<file path="src/rtl/macguffin_key_schedule.sv">
// macguffin_key_schedule: MacGuffin key expansion; a key_setup controller drives an iterative
// 32-round MacGuffin core over an AXI-Stream loop, and the core reads the live round-key table.
module mcg_encrypt (
  input  logic             clk,
  input  logic             rst,
  input  logic [0:31][47:0] round_keys,
  input  logic [63:0]      s_axis_tdata,
  input  logic             s_axis_tvalid,
  output logic             s_axis_tready,
  output logic [63:0]      m_axis_tdata,
  output logic             m_axis_tvalid,
  input  logic             m_axis_tready
);
  // Input bit numbers per S-box: two from a, two from b, two from c (LSB of the index first)
  localparam logic [0:7][0:5][3:0] sbits = {
    24'h2569BD, 24'h147A8E, 24'h368D0F, 24'hCE124A,
    24'h0A3E6C, 24'h78CF15, 24'h9F5B27, 24'hBD0439
  };
  // DES S1..S8, row-major; MacGuffin keeps output bits 3 and 0 of each entry
  localparam logic [0:7][0:63][3:0] des_sbox = {
    256'hE4D12FB83A6C5907_0F74E2D1A6CB9538_41E8D62BFC973A50_FC8249175B3EA06D,
    256'hF18E6B34972DC05A_3D47F28EC01A69B5_0E7BA4D158C6932F_D8A13F42B67C05E9,
    256'hA09E63F51DC7B428_D70934A6285ECBF1_D6498F30B12C5AE7_1AD069874FE3B52C,
    256'h7DE3069A1285BC4F_D8B56F03472C1AE9_A690CB7DF13E5284_3F06A1D8945BC72E,
    256'h2C417AB6853FD0E9_EB2C47D150FA3986_421BAD78F9C5630E_B8C71E2D6F09A453,
    256'hC1AF92680D34E75B_AF427C9561DE0B38_9EF528C3704A1DB6_432C95FABE17608D,
    256'h4B2EF08D3C975A61_D0B7491AE35C2F86_14BDC37EAF680592_6BD814A7950FE23C,
    256'hD2846FB1A93E50C7_1FD8A374C56B0E92_7B419CE206ADF358_21E74A8DFC90356B
  };
  logic [15:0] r0, r1, r2, r3, a, b, c, f;
  logic [47:0] rk;
  logic [4:0]  rnd;
  logic        busy;
  function automatic logic [15:0] swap(input logic [15:0] w);
    return {w[7:0], w[15:8]};
  endfunction
  assign rk = round_keys[rnd];
  assign a = r1 ^ swap(rk[47:32]);
  assign b = r2 ^ swap(rk[31:16]);
  assign c = r3 ^ swap(rk[15:0]);
  for (genvar s = 0; s < 8; s++) begin : g_sbox
    logic [5:0] idx;
    assign idx = {c[sbits[s][5]], c[sbits[s][4]], b[sbits[s][3]],
                  b[sbits[s][2]], a[sbits[s][1]], a[sbits[s][0]]};
    assign f[2*s+:2] = {des_sbox[s][{idx[5], idx[0], idx[4:1]}][3],
                        des_sbox[s][{idx[5], idx[0], idx[4:1]}][0]};
  end
  assign s_axis_tready = !busy && !m_axis_tvalid;
  assign m_axis_tdata = {swap(r0), swap(r1), swap(r2), swap(r3)};
  always_ff @(posedge clk)
    if (rst) begin
      busy          <= 1'b0;
      m_axis_tvalid <= 1'b0;
      rnd           <= '0;
      {r0, r1, r2, r3} <= '0;
    end else if (busy) begin
      {r0, r1, r2, r3} <= {r1, r2, r3, r0 ^ f};
      rnd           <= rnd + 5'd1;
      busy          <= rnd != 5'd31;
      m_axis_tvalid <= rnd == 5'd31;
    end else if (m_axis_tvalid) begin
      m_axis_tvalid <= !m_axis_tready;
    end else if (s_axis_tvalid) begin
      {r0, r1, r2, r3} <= {swap(s_axis_tdata[63:48]), swap(s_axis_tdata[47:32]),
                           swap(s_axis_tdata[31:16]), swap(s_axis_tdata[15:0])};
      busy <= 1'b1;
      rnd  <= '0;
    end
endmodule

module mcg_key_setup (
  input  logic              clk,
  input  logic              rst,
  input  logic [127:0]      key,
  output logic [0:31][47:0] round_keys,
  output logic              key_ready,
  output logic [63:0]       s_axis_tdata,
  output logic              s_axis_tvalid,
  input  logic              s_axis_tready,
  input  logic [63:0]       m_axis_tdata,
  input  logic              m_axis_tvalid,
  output logic              m_axis_tready
);
  typedef enum logic [1:0] {IDLE, SEND, WAIT, DONE} state_t;
  state_t      state;
  logic [63:0] k0, k1;
  logic [4:0]  i;
  logic        j;
  assign s_axis_tdata = j ? k1 : k0;
  always_ff @(posedge clk)
    if (rst) begin
      state         <= IDLE;
      k0            <= '0;
      k1            <= '0;
      i             <= '0;
      j             <= 1'b0;
      round_keys    <= '0;
      key_ready     <= 1'b0;
      s_axis_tvalid <= 1'b0;
      m_axis_tready <= 1'b0;
    end else begin
      case (state)
        IDLE: begin
          k0            <= key[127:64];
          k1            <= key[63:0];
          s_axis_tvalid <= 1'b1;
          state         <= SEND;
        end
        SEND: if (s_axis_tready) begin
          s_axis_tvalid <= 1'b0;
          m_axis_tready <= 1'b1;
          state         <= WAIT;
        end
        // The table changes only here, after the core has finished and before the next send
        WAIT: if (m_axis_tvalid) begin
          k0            <= j ? k0 : m_axis_tdata;
          k1            <= j ? m_axis_tdata : k1;
          round_keys[i] <= round_keys[i] ^ m_axis_tdata[63:16];
          m_axis_tready <= 1'b0;
          j             <= ~j;
          i             <= j ? i + 5'd1 : i;
          key_ready     <= j && i == 5'd31;
          s_axis_tvalid <= !(j && i == 5'd31);
          state         <= (j && i == 5'd31) ? DONE : SEND;
        end
        default: ;
      endcase
    end
endmodule

module macguffin_key_schedule (
  input  logic              clk,
  input  logic              rst,
  input  logic [127:0]      key,
  output logic [0:31][47:0] round_keys,
  output logic              key_ready
);
  logic [63:0] s_axis_tdata, m_axis_tdata;
  logic        s_axis_tvalid, s_axis_tready, m_axis_tvalid, m_axis_tready;
  mcg_key_setup u_key_setup (
    .clk(clk), .rst(rst), .key(key), .round_keys(round_keys), .key_ready(key_ready),
    .s_axis_tdata(s_axis_tdata), .s_axis_tvalid(s_axis_tvalid), .s_axis_tready(s_axis_tready),
    .m_axis_tdata(m_axis_tdata), .m_axis_tvalid(m_axis_tvalid), .m_axis_tready(m_axis_tready)
  );
  mcg_encrypt u_encryption (
    .clk(clk), .rst(rst), .round_keys(round_keys),
    .s_axis_tdata(s_axis_tdata), .s_axis_tvalid(s_axis_tvalid), .s_axis_tready(s_axis_tready),
    .m_axis_tdata(m_axis_tdata), .m_axis_tvalid(m_axis_tvalid), .m_axis_tready(m_axis_tready)
  );
endmodule

</file>
<file path="config.mk">
export PLATFORM = sky130hd
export DESIGN_NAME = macguffin_key_schedule
export DESIGN_NICKNAME = d
export VERILOG_FILES = /design/src/rtl/macguffin_key_schedule.sv
export SDC_FILE = /design/constraint.sdc
export NUM_CORES = 2
export LEC_CHECK = 0
export ABC_AREA = 0
export BUFFER_PORTS_ARGS = -buffer_cell sky130_fd_sc_hd__buf_2
export CAP_MARGIN = 25
export CORE_AREA = 2 2 648 650
export CTS_BUF_LIST = sky130_fd_sc_hd__clkbuf_4
export DETAILED_ROUTE_END_ITERATION = 8
export DIE_AREA = 0 0 650 652
export HOLD_SLACK_MARGIN = 0.05
export PLACE_DENSITY = 0.36
export RECOVER_POWER = 25
export SYNTH_ARGS = -nofsm -noshare
export SYNTH_HDL_FRONTEND = slang
export SYNTH_SLANG_ARGS = --single-unit
</file>
<file path="constraint.sdc">
create_clock -name clk -period 6.7 [get_ports clk]
set_clock_uncertainty 0.2 [all_clocks]
set_input_delay 0.335 -clock clk [delete_from_list [all_inputs] [get_ports clk]]
set_output_delay 0.335 -clock clk [all_outputs]
set_load 0.1 [all_outputs]
</file>
Word-level counts from Yosys, hierarchy flattened. Memory sizes are Yosys's and may differ from the RTL's. Index checks and enable logic that the tools add are counted.

Bitwise operators: 16. Muxes and demuxes: 62. Reductions and logical operators: 19. Add/sub/neg operators: 2. Equal/unequal tests: 10. Order comparisons: 11.

Operators with widths (count): 1536-bit bitwise mux (1); 48-bit binary-select mux with 5-bit select (2); 64-bit 2-to-1 mux (5); 64-bit case mux with 2 select lines (2); 48-bit demux with 5-bit select (1); 48-bit 2-to-1 mux (5); 16-bit 2-to-1 mux (12); 4-bit 2-to-1 mux (16); 16-bit XOR (4); 7-bit greater-or-equal comparator, second input constant (8); 6-bit NOT with 7-bit output (8); 48-bit XOR (1); 5-bit 2-to-1 mux (3); 3-bit AND reduction (5); 6-bit greater-or-equal comparator, second input constant (2); 5-bit NOT with 6-bit output (2); 5-bit by 1-bit adder with 5-bit output, second input constant (2); 5-bit == test, second input constant (2); 1-bit 2-to-1 mux (9); 6-bit by 1-bit < comparator with 1-bit output, second input constant (1); 2-bit 2-to-1 mux (3); 2-bit inequality test, second input constant (3); 2-bit case mux with 3 select lines (1); 2-bit nonzero test (3); other kinds (12) (19).

ROM bits: 2048. Memories kept: 8. Flip-flop bits (word level): 1746. Logic and storage cells: 175. Bits of input ports: 130. Output and inout port bits: 1537.

Memory list: (no name shown) (depth 64, bits a word 4, read ports 1, clocked after Yosys merged registers in 0, wr ports 0, line 45) `assign f[2*s+:2] = {des_sbox[s][{idx[5], idx[0], idx[4:1]}][3],`; (no name shown) (depth 64, bits a word 4, read ports 1, clocked after Yosys merged registers in 0, wr ports 0, line 45); (no name shown) (depth 64, bits a word 4, read ports 1, clocked after Yosys merged registers in 0, wr ports 0, line 45); (no name shown) (depth 64, bits a word 4, read ports 1, clocked after Yosys merged registers in 0, wr ports 0, line 45); (no name shown) (depth 64, bits a word 4, read ports 1, clocked after Yosys merged registers in 0, wr ports 0, line 45); (no name shown) (depth 64, bits a word 4, read ports 1, clocked after Yosys merged registers in 0, wr ports 0, line 45); +2 memories.

Logic depth before layout (Yosys ltp).
Word-level depth: 11. Mapped depth: 20. Gate-level depth less buffers: 15.

By module. From an unflattened synthesis, not the netlist that was laid out.

Cell total of the unflattened synthesis: 13353. Area total of the unflattened synthesis: 114720.0 um^2.

Modules (own cells, without submodules): mcg_key_setup (area each 94866.0 um^2, cells each 11412, seq. area each 33532.2 um^2, times used 1); mcg_encrypt (area each 19854.0 um^2, cells each 1941, seq. area each 1421.4 um^2, times used 1).

Worst setup path after synthesis. OpenSTA, ideal clock, no wires.

Path kind: flip-flop to flip-flop. Start: register u_encryption.rnd[0]. End: register u_encryption.r3[8]. Stages on the path, launching flop included: 19. Arrival time: 4.230 ns. Clock period less this slack: 4.561 ns. Slack: 2.139 ns. Setup time: 0.131 ns. Data required time: 6.369 ns. Cell sequence: dfxtp_1 -> buf_6 -> buf_12 -> buf_8 -> buf_6 -> buf_6 -> mux4_2 -> mux2i_1 -> o22ai_1 -> nor2_1 -> xor2_1 -> inv_1 -> ha_1 -> inv_1 -> mux4_2 -> and3_1 -> nor4_1 -> xnor2_1 -> o22ai_1.

Cells in the longest elaborated chain, start to end: 11.

Ends and longest elaborated chain: from (decl) (line 32) `logic [4:0] rnd;`; from (signal assigned) (line 58) `rnd <= rnd + 5'd1;`; 5-bit NOT with 6-bit output (implied by the code) * (line 37) `assign rk = round_keys[rnd];`; 48-bit binary-select mux with 5-bit select * (line 37); 48-bit 2-to-1 mux (implied by the code) * (2 in a row) (line 37); 16-bit XOR (on tied branches) (line 38, 39, 40); 6-bit NOT with 7-bit output (implied by the code) * (line 46) `des_sbox[s][{idx[5], idx[0], idx[4:1]}][0]};`; memory read 64 x 4 bit *; 4-bit 2-to-1 mux (implied by the code) * (2 in a row) (line 46); 16-bit XOR * (line 57) `{r0, r1, r2, r3} <= {r1, r2, r3, r0 ^ f};`; 16-bit 2-to-1 mux * (line 56) `end else if (busy) begin`; to (signal assigned) (line 57); to (signal assigned) (line 64) `{r0, r1, r2, r3} <= {swap(s_axis_tdata[63:48]), swap(s_axis_tdata[47:32]),`; to (decl) (line 30) `logic [15:0] r0, r1, r2, r3, a, b, c, f;`.

Mark *: on every way between the ends. The rest lies on a longest branch, timed or not. The select of a mux whose other input is x is not followed. A chain may end at the register's enable or synchronous reset.

Final worst setup path.
Start: register u_encryption.rnd[1]. End: register u_encryption.r3[14].

Cells in the longest elaborated chain, start to end: 11.

Ends and longest elaborated chain (line): 5-bit NOT with 6-bit output (implied by the code) * (37); 48-bit binary-select mux with 5-bit select * (37); 48-bit 2-to-1 mux (implied by the code) * (2 in a row) (37); 16-bit XOR (on tied branches) (38, 39, 40); 6-bit NOT with 7-bit output (implied by the code) * (46); memory read 64 x 4 bit *; 4-bit 2-to-1 mux * (2 in a row); 16-bit XOR * (57); 16-bit 2-to-1 mux * (56).

Marks and branches as above.

==> flow_metrics.env <==
export IMPL_run_status="finished, violations left"
export IMPL_failed_checks="max-capacitance violations, max-slew violations"
export IMPL_gp_congestion=0.929
export IMPL_final_cell_area_um2=116000
export IMPL_path_class="reg2reg"
export IMPL_endpoint_kind="register"
export IMPL_grt_usage=0.321
export IMPL_dpl_cell_area_um2=105000
export IMPL_setup_slack_ns=0.935
export IMPL_synth_ff_type="dfxtp_1"
export IMPL_ff2ff_path_depth=12
export IMPL_synth_top_area_frac=0.385
export IMPL_cts_tree="done"
export IMPL_dr_pass1_iters=6
export IMPL_rsz0062_at_grt="no"
export IMPL_finalSetupViolations=0
export IMPL_synth_edf_count=0
export IMPL_port_buffers=1666
export IMPL_die_area_um2=424000
export IMPL_fmax_mhz=173
export IMPL_path_clk_slew_ns=0.06
export IMPL_htreeDepth=6
export IMPL_nNetsFinal=12480
export IMPL_ys_types=103
export IMPL_io_pins=1667
export IMPL_clockBufferDepth=4
export IMPL_final_layout_size_suffix_gt1_frac=0.234
export IMPL_dp_slack_ns=0.720
export IMPL_cts_sinks=1746
export IMPL_grt_max_degree=197
export IMPL_grt_pass1_wl_um=916000
export IMPL_slew_viol_final=130
export IMPL_postCtsSetupRepairBufs=0
export IMPL_syn_to_final_growth_pct=28.4
export IMPL_grt_pass1_vias=89986
export IMPL_synth_largest_area_cell="dfxtp_1"
export IMPL_yosys_warnings=0
export IMPL_die_y_um=652
export IMPL_p_per_area_nw_per_um2=247
export IMPL_power_leakage_nw=43.5
export IMPL_worstPathRequired_ns=7.92
export IMPL_drt_iter0_drc=11713
export IMPL_start_kind="register"
export IMPL_numCtsBuffers=567
export IMPL_final_util=0.280
export IMPL_relSlewSlack=-0.953
export IMPL_syn_num_nets=10493
export IMPL_vias_per_cell=5.39
export IMPL_ys_seq_area_frac=0.385
export IMPL_synth_most_common_cell="nor2_1"
export IMPL_routedWlPerCell_um=39.2
export IMPL_fin_setup_tns_ns=0
export IMPL_r2r_start="u_encryption.rnd[1]"
export IMPL_period_minus_slack_ns=5.76
export IMPL_synthTopCellsByArea="dfxtp_1 39%, mux4_2 17%, nor2_1 14%"
export IMPL_r2r_end="u_encryption.r3[14]"
export IMPL_overflow=0
export IMPL_postSynthCellCount=10314
export IMPL_vdd_drop_max_uv=215
export IMPL_ys_async_sr_fraction=0
export IMPL_hold_path_class="reg2reg"
export IMPL_cap_violations=61
export IMPL_holdBufCountCts=507
export IMPL_netlist_area_um2=90700
export IMPL_postRouteWirelength_um=713000
export IMPL_fillerInstances=44990
export IMPL_ctsResizeCount=0
export IMPL_hold_end="u_key_setup.key_ready"
export IMPL_worst_hold_startpoint="u_key_setup.key_ready"
export IMPL_start_util=0.218
export IMPL_final_hold_viol_count=0
export IMPL_insertion_delay_ns=1.66
export IMPL_drc=0
export IMPL_fp_dieW_um=650
export IMPL_ant_nets=0
export IMPL_reg2reg_slack_ns=0.94
export IMPL_critPathMaxFanout=39
export IMPL_fp_row_count=237
export IMPL_hold_path_cell_count=2
export IMPL_cp_arrival_ns=6.99
export IMPL_antenna_found_initial=58
export IMPL_period_share=0.860
export IMPL_synth_area_per_cell_um2=8.80
export IMPL_vias=97933
export IMPL_hpwl_um=521000
export IMPL_timing_hold_ws_ns=0.257
export IMPL_synthTopCellsByCount="3384 x nor2_1, 1746 x dfxtp_1, 1628 x a21oi_1"
export IMPL_tightestPinTransition_ns=2.92
export IMPL_cts_root_buf="clkbuf_4"
export IMPL_ys_ff_latch=1746
export IMPL_core_um2=416000
-- final cells by class --
type / instances / area [um2] / share of cell area
antenna: 18 / 45.0 / 0.000387
clock buffer: 801 / 6010 / 0.0516
clock inverter: 133 / 861 / 0.00739
inverter: 52 / 208 / 0.00178
multi-input combinational: 7445 / 51700 / 0.444
sequential: 1746 / 35000 / 0.300
tap: 5497 / 6880 / 0.0590
timing repair buffer: 2489 / 15800 / 0.135
-- state kept, by name, indices dropped and copies added (netlist names) --
register / count
u_encryption.rnd: 5
u_key_setup.state: 2
u_encryption.r2: 16
u_key_setup.j: 1
u_encryption.r0: 16
u_key_setup.k1: 64
u_encryption.r1: 16
u_encryption.m_axis_tvalid: 1
u_key_setup.round_keys: 1536
u_key_setup.s_axis_tvalid: 1
u_encryption.busy: 1
u_key_setup.k0: 64
u_encryption.r3: 16
u_key_setup.m_axis_tready: 1
u_key_setup.key_ready: 1
u_key_setup.i: 5
-- cells in the final DEF, fill, tap and decap left out, drive strengths merged, types with 42 or more instances in the layout --
| master | n |
|---|---|
| o22ai | 42 |
| a21oi | 1628 |
| nand4 | 66 |
| mux4 | 729 |
| mux2i | 407 |
| buf | 1224 |
| ha | 49 |
| dfxtp | 1746 |
| dlygate4sd3 | 506 |
| xnor2 | 81 |
| inv | 73 |
| nand3 | 48 |
| a22oi | 248 |
| clkbuf | 1560 |
| a211oi | 199 |
| clkinv | 91 |
| nor2 | 3387 |
| nand2 | 153 |
-- metal layers --
layer | vias up | GRT usage | part of all wire
li1 | 40783 | - | -
met1 | 49686 | 0.396 | 0.39
met2 | 6105 | 0.487 | 0.43
met3 | 1337 | 0.107 | 0.10
met4 | 22 | 0.191 | 0.073
met5 | - | 0 | 0.00021
-- how the worst max path moves through the flow --
stage | from | endpoint | depth (start not counted)
floorplan | u_encryption.rnd[0] | u_encryption.r3[8] | 18
global placement | u_encryption.rnd[1] | u_encryption.r3[15] | 11
detailed placement | u_encryption.rnd[1] | u_encryption.r3[15] | 10
CTS | u_encryption.rnd[1] | u_encryption.r3[15] | 10
global route | u_encryption.rnd[1] | u_encryption.r3[14] | 12
finish | u_encryption.rnd[1] | u_encryption.r3[14] | 12
-- per-stage QoR --
stage,power [W],instances
2_1_floorplan,0.0145,10314
3_3_place_gp,0.0169,16699
3_5_place_dp,0.0170,16716
4_1_cts,0.0289,18157
5_1_grt,0.0299,18169
6_report,0.0288,18181
-- logic make-up (layout without fill, tap and decap cells) --
family | Yosys count | in the layout | synth area share
other | 0 | 18 | 0
AO/OA/AOI/OAI | 2320 | 2320 | 0.147
flip-flops | 1746 | 1746 | 0.385
multiplexers | 1157 | 1157 | 0.230
buffers and inverters | 1123 | 3475 | 0.0539
XOR/XNOR | 104 | 104 | 0.0107
AND/OR/NAND/NOR | 3815 | 3815 | 0.166
adder cells (fa/ha/maj) | 49 | 49 | 0.00676
-- critical path, stage by stage (launching register included) --
cell and delay, ns:
dfxtp_4 0.91, buf_4 0.56, mux4_2 0.56, and3_1 0.19, a31oi_1 0.17, nand4_1 0.38
xnor2_1 0.67, inv_1 0.22, ha_1 0.42, mux4_2 0.47, mux4_2 0.49, xnor2_1 0.15
o22ai_1 0.09
-- power by group --
| part | switching (W) | internal (W) | leakage (nW) | total [W] |
|---|---|---|---|---|
| combinational | 0.00392 | 0.00207 | 25.3 | 0.00599 |
| clock | 0.00561 | 0.00580 | 4.09 | 0.0114 |
| sequential | 0.000662 | 0.0107 | 14.1 | 0.0114 |
(Power assumes the default switching activity.)
